===== config.mk =====
export PLATFORM = sky130hd
export DESIGN_NAME = spi_master_ctrl
export DESIGN_NICKNAME = d
export VERILOG_FILES = /design/src/rtl/spi_pkg.sv /design/src/rtl/sclk_tick_gen.sv /design/src/rtl/spi_master_ctrl.sv
export SDC_FILE = /design/constraint.sdc
export NUM_CORES = 1
export LEC_CHECK = 0
export CAP_MARGIN = 20
export CORE_MARGIN = 3
export CORE_UTILIZATION = 35
export DETAILED_ROUTE_END_ITERATION = 10
export GPL_TIMING_DRIVEN = 0
export SLEW_MARGIN = 20
export SYNTH_ARGS = -nofsm -noshare
export SYNTH_HDL_FRONTEND = slang
export SYNTH_SLANG_ARGS = --single-unit

===== constraint.sdc =====
create_clock -name i_clk -period 2.5 [get_ports i_clk]
set_input_delay 0.375 -clock i_clk [delete_from_list [all_inputs] [get_ports i_clk]]
set_output_delay 0.375 -clock i_clk [all_outputs]
set_load 0.005 [all_outputs]

===== src/rtl/spi_pkg.sv =====
// Shared types and defaults for the SPI mode-0 master controller.
package spi_pkg;

    localparam int unsigned SPI_DATA_W      = 8;
    localparam int unsigned SPI_DEFAULT_DIV = 1;

    typedef enum logic [2:0] {
        IDLE,
        LEAD,
        SHIFT,
        NEXT,
        TRAIL
    } state_t;

endpackage


===== src/rtl/sclk_tick_gen.sv =====
// Divider tick source: o_tick pulses for one cycle every (i_div+1) enabled cycles.
module sclk_tick_gen #(
    parameter int unsigned DIV_W = 16
) (
    input  logic             i_clk,
    input  logic             i_rst_n,
    input  logic             i_clear,
    input  logic             i_en,
    input  logic [DIV_W-1:0] i_div,
    output logic             o_tick
);

    logic [DIV_W-1:0] r_cnt;
    logic             w_hit;

    assign w_hit  = (r_cnt == i_div);
    // Tick is not masked by i_clear: the tick that ends a state also drives the clear.
    assign o_tick = i_en & w_hit;

    // Count enabled cycles; restart on clear, disable or terminal count.
    always_ff @(posedge i_clk) begin
        if (!i_rst_n || i_clear || !i_en) begin
            r_cnt <= '0;
        end else if (w_hit) begin
            r_cnt <= '0;
        end else begin
            r_cnt <= r_cnt + 1'b1;
        end
    end

endmodule


===== src/rtl/spi_master_ctrl.sv =====
// SPI mode-0 master: accepts words on a valid/ready stream, shifts them out
// MSB first on MOSI while capturing MISO, and frames them with CS_N.
module spi_master_ctrl
    import spi_pkg::*;
#(
    parameter int unsigned DATA_W      = SPI_DATA_W,
    parameter int unsigned DIV_W       = 16,
    parameter int unsigned DEFAULT_DIV = SPI_DEFAULT_DIV
) (
    input  logic              i_clk,
    input  logic              i_rst_n,
    input  logic [DIV_W-1:0]  i_div,
    input  logic              i_tx_valid,
    output logic              o_tx_ready,
    input  logic [DATA_W-1:0] i_tx_data,
    input  logic              i_tx_last,
    output logic              o_rx_valid,
    output logic [DATA_W-1:0] o_rx_data,
    output logic              o_busy,
    output logic              o_sclk,
    output logic              o_mosi,
    input  logic              i_miso,
    output logic              o_cs_n
);

    localparam int unsigned       BCNT_W   = $clog2(DATA_W) + 1;
    localparam logic [BCNT_W-1:0] LAST_BIT = BCNT_W'(DATA_W - 1);
    localparam logic [DIV_W-1:0]  DEF_DIV  = DIV_W'(DEFAULT_DIV);

    state_t              r_state;
    state_t              w_next;
    logic [DATA_W-1:0]   r_tx;
    logic [DATA_W-1:0]   r_rx;
    logic                r_last;
    logic [DIV_W-1:0]    r_div;
    logic [BCNT_W-1:0]   r_bit_cnt;
    logic                r_sclk;
    logic                r_cs_n;
    logic                r_tx_ready;

    logic                w_accept;
    logic                w_tick;
    logic                w_tick_en;
    logic                w_tick_clr;
    logic                w_rise;
    logic                w_fall;
    logic                w_word_done;

    assign w_accept    = i_tx_valid & r_tx_ready;
    assign w_rise      = (r_state == SHIFT) & w_tick & ~r_sclk;
    assign w_fall      = (r_state == SHIFT) & w_tick & r_sclk;
    assign w_word_done = w_fall & (r_bit_cnt == LAST_BIT);
    assign w_tick_en   = (r_state == LEAD) | (r_state == SHIFT) | (r_state == TRAIL);
    assign w_tick_clr  = (w_next != r_state);

    assign o_tx_ready  = r_tx_ready;
    // Pulse is issued in the last SHIFT cycle so it never overlaps a NEXT accept.
    assign o_rx_valid  = w_word_done & i_rst_n;
    assign o_rx_data   = r_rx;
    assign o_busy      = (r_state != IDLE);
    assign o_sclk      = r_sclk;
    assign o_mosi      = r_tx[DATA_W-1];
    assign o_cs_n      = r_cs_n;

    sclk_tick_gen #(
        .DIV_W(DIV_W)
    ) u_tick (
        .i_clk   (i_clk),
        .i_rst_n (i_rst_n),
        .i_clear (w_tick_clr),
        .i_en    (w_tick_en),
        .i_div   (r_div),
        .o_tick  (w_tick)
    );

    // State register.
    always_ff @(posedge i_clk) begin
        if (!i_rst_n) begin
            r_state <= IDLE;
        end else begin
            r_state <= w_next;
        end
    end

    // Next-state logic for the transfer sequencer.
    always_comb begin
        w_next = r_state;
        case (r_state)
            IDLE:    if (w_accept)    w_next = LEAD;
            LEAD:    if (w_tick)      w_next = SHIFT;
            SHIFT:   if (w_word_done) w_next = r_last ? TRAIL : NEXT;
            NEXT:    if (w_accept)    w_next = SHIFT;
            TRAIL:   if (w_tick)      w_next = IDLE;
            default:                  w_next = IDLE;
        endcase
    end

    // Registered handshake and chip-select, derived from the upcoming state.
    always_ff @(posedge i_clk) begin
        if (!i_rst_n) begin
            r_tx_ready <= 1'b0;
            r_cs_n     <= 1'b1;
        end else begin
            r_tx_ready <= (w_next == IDLE) || (w_next == NEXT);
            r_cs_n     <= (w_next == IDLE);
        end
    end

    // Word latch, divider latch, SCLK toggling and the TX/RX shift registers.
    always_ff @(posedge i_clk) begin
        if (!i_rst_n) begin
            r_tx      <= '0;
            r_rx      <= '0;
            r_last    <= 1'b0;
            r_div     <= '0;
            r_bit_cnt <= '0;
            r_sclk    <= 1'b0;
        end else begin
            if (w_accept) begin
                r_tx      <= i_tx_data;
                r_last    <= i_tx_last;
                r_bit_cnt <= '0;
                if (r_state == IDLE) begin
                    r_div <= (i_div == '0) ? DEF_DIV : i_div;
                end
            end
            if (w_rise) begin
                r_sclk <= 1'b1;
                r_rx   <= {r_rx[DATA_W-2:0], i_miso};
            end
            if (w_fall) begin
                r_sclk    <= 1'b0;
                r_tx      <= {r_tx[DATA_W-2:0], 1'b0};
                r_bit_cnt <= r_bit_cnt + 1'b1;
            end
        end
    end

endmodule


==> results of run 1 <==
==> cell usage after synthesis, types with 2 or more instances <==
master,number,area [um^2]
a211oi_1,2,15.0
a21oi_1,27,135
a311oi_1,7,61.3
a31oi_1,3,18.8
and3_1,7,43.8
clkbuf_1,15,56.3
dfxtp_1,59,1180
ha_1,2,25.0
inv_1,5,18.8
mux2i_1,9,90.1
nand2_1,50,188
nand3_1,19,95.1
nor2_1,34,128
nor3_1,5,25.0
nor4_1,8,50.1
o21a_1,3,22.5
o21ai_0,6,30.0
or3_1,5,31.3
xnor2_1,6,52.6
xor2_1,21,184
==> cell usage in the layout (no fill, tap or decap), types with 2 or more instances in the layout <==
| cell type | instances |
|---|---|
| nand2_1 | 50 |
| dfxtp_1 | 50 |
| clkdlybuf4s50_1 | 40 |
| nor2_1 | 34 |
| a21oi_1 | 27 |
| xor2_1 | 21 |
| nand3_1 | 19 |
| clkbuf_1 | 17 |
| clkbuf_8 | 11 |
| mux2i_1 | 9 |
| dfxtp_2 | 8 |
| a311oi_1 | 7 |
| xnor2_1 | 6 |
| o21ai_0 | 6 |
| and3_1 | 6 |
| or3_1 | 5 |
| inv_1 | 5 |
| nor4_1 | 5 |
| nor4_2 | 4 |
| nor3_1 | 4 |
| a31oi_1 | 3 |
| o21a_1 | 3 |
| a211oi_1 | 2 |
| ha_1 | 2 |
| buf_4 | 2 |
==> stage by stage <==
stage	area [um^2]	setup WS, ns	std cells	total power, mW
final	3370	0.185	461	2.19
after global routing	3370	0.0606	461	2.29
after CTS	3360	0.106	461	2.22
after detailed placement	3110	-0.468	444	1.32
after global placement	3110	-0.479	444	1.31
after floorplan	2580	0.427	307	1.20
==> worst reg2reg max path, stage by stage (launching register included) <==
cell      delay [ns]
dfxtp_4         0.36
xor2_1          0.15
nor4_2          0.35
nand4_2         0.21
buf_4           0.22
or4_4           0.51
a221oi_1        0.29
o21a_1          0.16
==> registers in the layout, summed over array words and instances, names as in the netlist <==
signal / cells
r_div: 16
u_tick.r_cnt: 16
o_rx_data: 8
r_tx: 8
r_bit_cnt: 4
r_state: 3
o_cs_n: 1
o_sclk: 1
o_tx_ready: 1
r_last: 1
==> power groups by stage <==
stage	Clock, mW	Sequential, mW	Combinational [mW]
global route	0.925	1.01	0.351
global placement	0	1.03	0.289
detailed placement	0	1.03	0.291
floorplan	0	1.02	0.175
finish	0.863	1.01	0.318
CTS	0.890	1.01	0.319
==> layer usage <==
| layer | vias up | part of all wire (%) | wire (um) | global-route usage [%] |
|---|---|---|---|---|
| li1 | 1167 | - | - | - |
| met1 | 1043 | 44 | 2690 | 18.1 |
| met2 | 56 | 49 | 2960 | 25.9 |
| met3 | 11 | 5.3 | 321 | 5.25 |
| met4 | 0 | 1.3 | 81 | 5.57 |
| met5 | - | 0 | 0 | 0 |
==> worst paths after layout <==
check,to,from,slack [ns]
worst max-delay path,o_tx_ready$_SDFF_PN0_,u_tick.r_cnt[9]$_SDFF_PP0_,0.19
worst min-delay path,r_last$_SDFFE_PN0P_,i_tx_valid,0.46
worst max register to register,o_tx_ready$_SDFF_PN0_,u_tick.r_cnt[9]$_SDFF_PP0_,0.19
worst min register to register,r_div[1]$_SDFFE_PN0P_,r_div[1]$_SDFFE_PN0P_,0.47
==> cell type report <==
class                           count  area, um^2  area share (%)
Multi-Input combinational cell    227        1360            40.3
Sequential cell                    59        1190            35.5
Timing Repair Buffer               43         420            12.5
Clock buffer                       13         159            4.72
Tap cell                           96         120            3.57
Buffer                             16        61.3            1.82
Clock inverter                      2        35.0            1.04
Inverter                            5        18.8           0.557
==> kinds of logic after synthesis <==
kind of cell    count (synthesis)  synth area share (%)
simple gates                  137                  24.8
compound gates                 51                  12.0
mux                             9                  3.49
xor+xnor                       28                  9.80
fa+ha+maj                       2                 0.970
buf+inv                        21                  3.10
flops                          59                  45.8
==> timing repair <==
action,4_1_cts,5_1_grt
setup endpoints to repair,1,1
buffers inserted,2,0
gates cloned,0,0
resized for setup,13,7
pin swaps,5,5
==> out/metrics.yaml, run 1 <==
outcome: "complete, no violations"
diodes: 0
combPwrFrac_pct: 14.5
clock_latency_ns: 0.34
max_stage_delay_ns: 0.51
hold_viol: 0
dr.pass1.iters: 4
holdWs_ns: 0.458
rsz0062_at_grt: "false"
ys_seq_area_share_pct: 45.8
antenna_found_initial: 0
maxSlewHeadroom_pct: 67.3
port_buffers: 41
cts_tree: "yes"
critPathLaunchType: "flip-flop"
routed_wl_um: 6060
via_count: 2277
grt_pass1_vias: 2197
clkPwrFrac_pct: 39.5
reg2regPathDepth: 7
post_drt_wl_per_cell_um: 13.1
path_class: "flip-flop to flip-flop"
ys_types: 34
drive_gt1_share_pct: 10.7
internal_power_mw: 1.63
fin_skew_ns: 0.00487
gp_congestion: 0.749
cts_max_level: 3
drv_cap: 0
num_rows: 30
grt.overflow.total: 0
path_cells: "xor2_1 -> nor4_2 -> nand4_2 -> buf_4 -> or4_4 -> a221oi_1 -> o21a_1"
switching_power_mw: 0.555
grt_pass1_wl_um: 10300
yosysWarnings: 0
yosys_register_bits: 59
syn_nets: 338
syn2layout_area_growth_pct: 30.5
cts_made_buffers: 9
worstPathArrival_ns: 2.59
grtUsageTotal_pct: 15.4
cts_sinks: 59
drtIter0Drc: 93
syn-cell-area_mm2: 0.00258
power_frac_seq_pct: 46.0
drv_slew: 0
ys.flop_type: "dfxtp_1"
cts_root_buffer: "clkbuf_8"
fin_util_pct: 48.2
whs_path_depth: 3
io_pins: 43
setup_tns_ns: 0
clk_path_buf_depth: 2
route.antenna.remaining_nets: 0
ir_drop_v: 0.000397
min_period_ns: 2.31
critical-path-top-delay-family: "simple AND/OR/NAND/NOR gates"
fin_crit_sh_pct: 92.6
switching_share_pct: 25.4
fmax_ghz: 0.432
clk_pin_slew_ns: 0.06
postSynthCellCount: 307
grt_start_max_net_pins: 11
fill_cells: 710
timing.critical_path.buf_inv: 1
hold_class: "input port to flip-flop"
critPathCaptureType: "flip-flop"
cp_slowest_cell: "or4_4"
avgSynthCellArea_um2: 8.40
synth_edf_count: 0
worst_pin_slew_ns: 0.490
p_per_area_mw_per_mm2: 649
avgViaCountPerCell: 4.94
die-area_mm2: 0.00844
setup-violations-final: 0
ys_async_sr_fraction_pct: 0
nets: 392
dieWidth_um: 91.9
required_ns: 2.78
drc: 0
leakagePower_nw: 1.27
hold_buffers: 0
die_y_um: 91.9
dp_hpwl_um: 4470
cp.depth: 7
core_mm2: 0.00698
initial_utilization_pct: 37.0
path_max_fanout: 8
Power figures use the tool's default switching activity.
==> run 2: changes to the inputs <==
--- a/config.mk
+++ b/config.mk
@@ -6,10 +6,15 @@
 export NUM_CORES = 1
 export LEC_CHECK = 0
 export CAP_MARGIN = 20
+export CELL_PAD_IN_SITES_DETAIL_PLACEMENT = 0
+export CELL_PAD_IN_SITES_GLOBAL_PLACEMENT = 1
 export CORE_MARGIN = 3
 export CORE_UTILIZATION = 35
+export CTS_BUF_LIST = sky130_fd_sc_hd__clkbuf_4 sky130_fd_sc_hd__clkbuf_8 sky130_fd_sc_hd__clkbuf_16
 export DETAILED_ROUTE_END_ITERATION = 10
+export DONT_BUFFER_PORTS = 1
 export GPL_TIMING_DRIVEN = 0
+export PLACE_DENSITY_LB_ADDON = 0.1
 export SLEW_MARGIN = 20
 export SYNTH_ARGS = -nofsm -noshare
 export SYNTH_HDL_FRONTEND = slang
==> run 2 against run 1 <==
Compared with the run above: register-to-register slack improved by 0.02 ns; maximum frequency fell by 0.58%; cell area is 12% lower; combinational power shrank 16%.
==> out/metrics.yaml, run 2 (same netlist as run 1, synthesis figures left out) <==
grt_pass1_wl_um: 9960  # was 10300 um
critPathLaunchType: "flip-flop"  # unchanged
core_mm2: 0.00698  # unchanged
grt.overflow.total: 0  # unchanged
switching_power_mw: 0.581  # was 0.555 mW
leakagePower_nw: 1.12  # was 1.27 nW
cts_max_level: 3  # unchanged
cts_tree: "yes"  # unchanged
fmax_ghz: 0.430  # was 0.432 GHz
critPathCaptureType: "output port"  # was flip-flop
clkPwrFrac_pct: 42.6  # was 39.5%
via_count: 2049  # was 2277
grt_pass1_vias: 2029  # was 2197
cts_made_buffers: 9  # unchanged
min_period_ns: 2.33  # was 2.31 ns
route.antenna.remaining_nets: 0  # unchanged
path_cells: "xor2_1 -> nor4_2 -> nand4_2 -> nor3_4 -> and3_1"  # was xor2_1 -> nor4_2 -> nand4_2 -> buf_4 -> or4_4 -> a221oi_1 -> o21a_1
outcome: "complete, no violations"  # unchanged
fin_skew_ns: 0.00788  # was 0.00487 ns
num_rows: 30  # unchanged
power_frac_seq_pct: 45.4  # was 46.0%
hold_viol: 0  # unchanged
worstPathArrival_ns: 1.95  # was 2.59 ns
fin_crit_sh_pct: 93.1  # was 92.6%
hold_class: "input port to flip-flop"  # unchanged
worst_pin_slew_ns: 0.580  # was 0.490 ns
gp_congestion: 0.772  # was 0.749
critical-path-top-delay-family: "simple AND/OR/NAND/NOR gates"  # unchanged
ir_drop_v: 0.000431  # was 0.000397 V
final_common_cell: "dfxtp_1"
fill_cells: 734  # was 710
setup_tns_ns: 0  # unchanged
avgViaCountPerCell: 4.87  # was 4.94
required_ns: 2.12  # was 2.78 ns
cp_slowest_cell: "dfxtp_1"  # was or4_4
drive_gt1_share_pct: 10.2  # was 10.7%
placed_cell_area_mm2: 0.00270  # was 0.00311 mm^2
nets: 351  # was 392
drv_cap: 0  # unchanged
switching_share_pct: 26.2  # was 25.4%
die-area_mm2: 0.00844  # unchanged
routed_wl_um: 6110  # was 6060 um
final_cell_mix: "dfxtp_1 (58), nand2_1 (50), nor2_1 (34)"  # was nand2_1 (50), dfxtp_1 (50), clkdlybuf4s50_1 (40)
dr.pass1.iters: 4  # unchanged
drv_slew: 0  # unchanged
clock_latency_ns: 0.33  # was 0.34 ns
syn2layout_area_growth_pct: 15.1  # was 30.5%
grt_start_max_net_pins: 12  # was 11
port_buffers: 0  # was 41
drc: 0  # unchanged
dp_hpwl_um: 4450  # was 4470 um
fin_util_pct: 42.5  # was 48.2%
max_stage_delay_ns: 0.42  # was 0.51 ns
antenna_found_initial: 0  # unchanged
initial_utilization_pct: 37.0  # unchanged
setup-violations-final: 0  # unchanged
die_y_um: 91.9  # unchanged
maxSlewHeadroom_pct: 61.0  # was 67.3%
cts_root_buffer: "clkbuf_8"  # unchanged
rsz0062_at_grt: "false"  # unchanged
reg_top3: "r_div: 16 flops, u_tick.r_cnt: 16 flops"  # unchanged
timing.critical_path.buf_inv: 0  # was 1
p_per_area_mw_per_mm2: 747  # was 649 mW/mm^2
dieWidth_um: 91.9  # unchanged
post_drt_wl_per_cell_um: 14.5  # was 13.1 um
io_pins: 43  # unchanged
drtIter0Drc: 91  # was 93
cts_sinks: 59  # unchanged
postLayoutCellArea_mm2: 0.00297  # was 0.00337 mm^2
path_max_fanout: 5  # was 8
grtUsageTotal_pct: 15.3  # was 15.4%
combPwrFrac_pct: 12.0  # was 14.5%
internal_power_mw: 1.64  # was 1.63 mW
clk_pin_slew_ns: 0.06  # about the same
diodes: 0  # unchanged
path_class: "flip-flop to output port"  # was flip-flop to flip-flop
clk_path_buf_depth: 2  # unchanged
-- run 2: cell count changes in the layout (fill, tap and decap cells not counted), moves of 2 or more --
cell and change:
dfxtp_2 -7, clkdlybuf4s50_1 -40, clkinv_2 +2, clkinv_4 +2, dfxtp_1 +8, clkbuf_8 -2
clkbuf_1 -2
-- run 2: path summary, 6_finish.rpt --
check,end,slack (ns),startpoint,cells past startpoint
min,o_cs_n$_SDFF_PN1_,0.12,i_rst_n,1
max reg2reg,o_tx_ready$_SDFF_PN0_,0.21,u_tick.r_cnt[9]$_SDFF_PP0_,7
max,o_rx_valid,0.17,u_tick.r_cnt[9]$_SDFF_PP0_,5
min reg2reg,u_tick.r_cnt[0]$_SDFF_PP0_,0.46,u_tick.r_cnt[0]$_SDFF_PP0_,1
-- run 2: routing by layer --
layer	vias to the layer above	global-route usage (%)	share of wire (%)
met2	32	25.1	47
met3	6	6.15	5.1
li1	1091	-	-
met5	-	0	0
met1	920	18.2	46
met4	0	4.95	1.2
-- run 2: power by group through the flow --
stage	registers [mW]	clock network, mW	logic, mW
global route	1.01	1.01	0.299
CTS	1.01	0.974	0.257
finish	1.01	0.945	0.266
floorplan	1.02	0	0.175
detailed placement	1.03	0	0.230
global placement	1.03	0	0.229
-- run 2: area by class of cell --
cell class              instances  area, um^2  area share (%)
multi-input cells             227        1360            45.6
flip-flops and latches         59        1180            39.8
clock buffers                   9         124            4.17
well taps                      96         120            4.05
clock inverters                 7        92.6            3.12
plain buffers                  16        61.3            2.06
inverters                       5        18.8           0.632
repair buffers                  2        15.0           0.506
-- run 2: worst register-to-register path, stage by stage, from the launching register on --
cell	delay [ns]
dfxtp_1	0.42
xor2_1	0.12
nor4_2	0.34
nand4_2	0.22
buf_4	0.22
or4_4	0.52
a221oi_2	0.26
o21a_1	0.14
-- run 2: timing repair --
item	CTS	global route
resized for setup	2	5
pin swaps	1	3
hold buffers	0	0
endpoints found under the hold margin	0	0
setup endpoints to repair	1	30
setup buffers	2	0
-- run 2: metrics by stage --
stage	setup WS [ns]	hold WS (ns)	total power, mW	instances
3_5_place_dp	0.00663	0.458	1.26	403
6_report	0.172	0.118	2.22	421
5_1_grt	0.00376	0.110	2.32	421
2_1_floorplan	0.427	0.448	1.20	307
3_3_place_gp	-0.0325	0.454	1.26	403
4_1_cts	0.0111	0.103	2.24	421
==> run 3: changes to the inputs <==
--- a/config.mk
+++ b/config.mk
@@ -8,7 +8,6 @@
 export CAP_MARGIN = 20
 export CELL_PAD_IN_SITES_DETAIL_PLACEMENT = 0
 export CELL_PAD_IN_SITES_GLOBAL_PLACEMENT = 1
-export CORE_MARGIN = 3
 export CORE_UTILIZATION = 35
 export CTS_BUF_LIST = sky130_fd_sc_hd__clkbuf_4 sky130_fd_sc_hd__clkbuf_8 sky130_fd_sc_hd__clkbuf_16
 export DETAILED_ROUTE_END_ITERATION = 10
==> run 3 against run 2 <==
Compared with the run above: non-clock buffer count stayed put; count of clock-buffer cells in the layout is 2 higher; first-iteration DRC count is 42% lower; combinational power fell by 2%; cell count is the same; largest cell class unchanged; critical path depth increased by 2; sequential share of layout area is 0.36 points higher; core utilization shrank 0.11 points; highest routed layer unchanged; sequential power about the same; global-route usage increased by 2.2 points; critical endpoint is now o_tx_ready$_SDFF_PN0_.
==> out/metrics.yaml, run 3 (same netlist as run 1, synthesis figures left out) <==
fill_cells: 724  # was 734
die-area_mm2: 0.00772  # was 0.00844 mm^2
avgViaCountPerCell: 5.01  # was 4.87
grt_pass1_wl_um: 9920  # was 9960 um
critPathCaptureType: "flip-flop"  # was output port
cts_tree: "yes"  # unchanged
grt_pass1_vias: 1970  # was 2029
setup-violations-final: 0  # unchanged
hold_viol: 0  # unchanged
port_buffers: 0  # unchanged
drtIter0Drc: 53  # was 91
dr.pass1.iters: 4  # unchanged
multi_input_area_mm2: 0.00135  # was 0.00136 mm^2
min_period_ns: 2.33  # about the same
final_cell_mix: "dfxtp_1 (57), nand2_1 (50), nor2_1 (34)"  # was dfxtp_1 (58), nand2_1 (50), nor2_1 (34)
die_y_um: 87.9  # was 91.9 um
drv_slew: 0  # unchanged
dieWidth_um: 87.9  # was 91.9 um
drive_gt1_share_pct: 10.2  # unchanged
core_mm2: 0.00694  # was 0.00698 mm^2
clk_pin_slew_ns: 0.07  # was 0.06 ns
crit_path_start: "u_tick.r_cnt[6]$_SDFF_PP0_"  # was u_tick.r_cnt[9]$_SDFF_PP0_
placed_cell_area_mm2: 0.00270  # unchanged
total_power_mw: 2.14  # was 2.22 mW
p_per_area_mw_per_mm2: 725  # was 747 mW/mm^2
rr_startpoint: "u_tick.r_cnt[6]$_SDFF_PP0_"  # was u_tick.r_cnt[9]$_SDFF_PP0_
regArea_mm2: 0.00118  # about the same
diodes: 0  # unchanged
ir_drop_v: 0.000362  # was 0.000431 V
cts_root_buffer: "clkbuf_8"  # unchanged
nets: 351  # unchanged
post_drt_wl_per_cell_um: 14.4  # was 14.5 um
reg2reg_slack_ns: 0.17  # was 0.21 ns
rsz0062_at_grt: "false"  # unchanged
path_cells: "xor2_1 -> nor4_2 -> nand4_2 -> buf_4 -> or4_4 -> a221oi_1 -> o21a_1"  # was xor2_1 -> nor4_2 -> nand4_2 -> nor3_4 -> and3_1
clk_path_buf_depth: 2  # unchanged
layoutNonFillerInstCount: 421  # unchanged
cp-endpoint: "o_tx_ready$_SDFF_PN0_"  # was o_rx_valid
outcome: "complete, no violations"  # unchanged
critPathLaunchType: "flip-flop"  # unchanged
cp_slowest_cell: "or4_4"  # was dfxtp_1
num_rows: 30  # unchanged
placed_cells: 403  # unchanged
holdWs_ns: 0.116  # was 0.118 ns
worst_pin_slew_ns: 0.614  # was 0.580 ns
routed_wl_um: 6070  # was 6110 um
clock_latency_ns: 0.34  # was 0.33 ns
hold_buffers: 0  # unchanged
maxSlewHeadroom_pct: 58.7  # was 61.0%
cts_sinks: 59  # unchanged
cts_max_level: 3  # unchanged
grt.overflow.total: 0  # unchanged
initial_utilization_pct: 37.2  # was 37.0%
drv_cap: 0  # unchanged
reg2regPathDepth: 7  # unchanged
leakagePower_nw: 1.11  # was 1.12 nW
pre_cts_slack_ns: -0.00487  # was 0.00663 ns
path_max_fanout: 5  # unchanged
fin_crit_sh_pct: 93.3  # was 93.1%
antenna_found_initial: 0  # unchanged
postLayoutCellArea_mm2: 0.00295  # was 0.00297 mm^2
required_ns: 2.78  # was 2.12 ns
max_stage_delay_ns: 0.51  # was 0.42 ns
reg_top3: "r_div: 16 flops, u_tick.r_cnt: 16 flops"  # unchanged
via_count: 2110  # was 2049
io_pins: 43  # unchanged
syn2layout_area_growth_pct: 14.2  # was 15.1%
grtUsageTotal_pct: 17.5  # was 15.3%
path_class: "flip-flop to flip-flop"  # was flip-flop to output port
cts_made_buffers: 9  # unchanged
grt_start_max_net_pins: 11  # was 12
reg2reg_to: "o_tx_ready$_SDFF_PN0_"  # unchanged
final_common_cell: "dfxtp_1"  # unchanged
setup_tns_ns: 0  # unchanged
dp_hpwl_um: 4390  # was 4450 um
fmax_ghz: 0.429  # was 0.430 GHz
gp_congestion: 0.784  # was 0.772
worstPathArrival_ns: 2.61  # was 1.95 ns
hold_class: "input port to flip-flop"  # unchanged
drc: 0  # unchanged
worstHoldStart: "i_rst_n"  # unchanged
setup_ws_ns: 0.167  # was 0.172 ns
fin_util_pct: 42.4  # was 42.5%
route.antenna.remaining_nets: 0  # unchanged
fin_skew_ns: 0.0103  # was 0.00788 ns
run 3: cell count changes in the layout (fill, tap and decap cells not counted), sizes merged:
cell and delta:
bufinv -1, clkinv -2, clkbuf +2, clkinvlp +1
run 3: worst min path at each step:
stage                                        end  slack (ns)  cells past startpoint
after global placement         o_cs_n$_SDFF_PN1_        0.45                      1
final                          o_cs_n$_SDFF_PN1_        0.12                      1
after detailed placement       o_cs_n$_SDFF_PN1_        0.46                      1
after global routing           o_cs_n$_SDFF_PN1_        0.10                      1
after CTS                      o_cs_n$_SDFF_PN1_        0.10                      1
after floorplan           r_div[10]$_SDFFE_PN0P_        0.45                      2
run 3: cell type report:
type | instances | share of cell area, %
timing repair buffer | 2 | 0.510
buffer | 16 | 2.08
multi-input combinational | 227 | 45.8
clock inverter | 5 | 1.78
tap | 96 | 4.08
inverter | 5 | 0.637
clock buffer | 11 | 4.93
sequential | 59 | 40.2
run 3: metal layers:
metal / vias up / track usage [%] / routed length (um)
met5: - / 0 / 0
met4: 0 / 6.86 / 108
met3: 7 / 7.26 / 342
met2: 45 / 29.1 / 2940
met1: 972 / 20.0 / 2680
li1: 1086 / - / -
run 3: critical path: cells and delay by family, from the launching register on:
family / cells / cell delay [ns]
and+or+nand+nor: 3 / 1.05
DFF: 1 / 0.42
buffers and inverters: 1 / 0.21
xor gates and xnor gates: 1 / 0.12
AOI/OAI and AO/OA: 2 / 0.47
run 3: power by group:
part	total (mW)	switching [mW]	internal [mW]
clock network	0.867	0.374	0.493
logic	0.262	0.164	0.0985
registers	1.01	0.0273	0.979
run 3: repair_timing:
action / 4_1_cts / 5_1_grt
pin swaps: 1 / 4
endpoints found under the setup margin: 1 / 29
gates resized for setup: 3 / 4
hold endpoints to repair: 0 / 0
buffers inserted: 2 / 0
gates cloned: 0 / 0
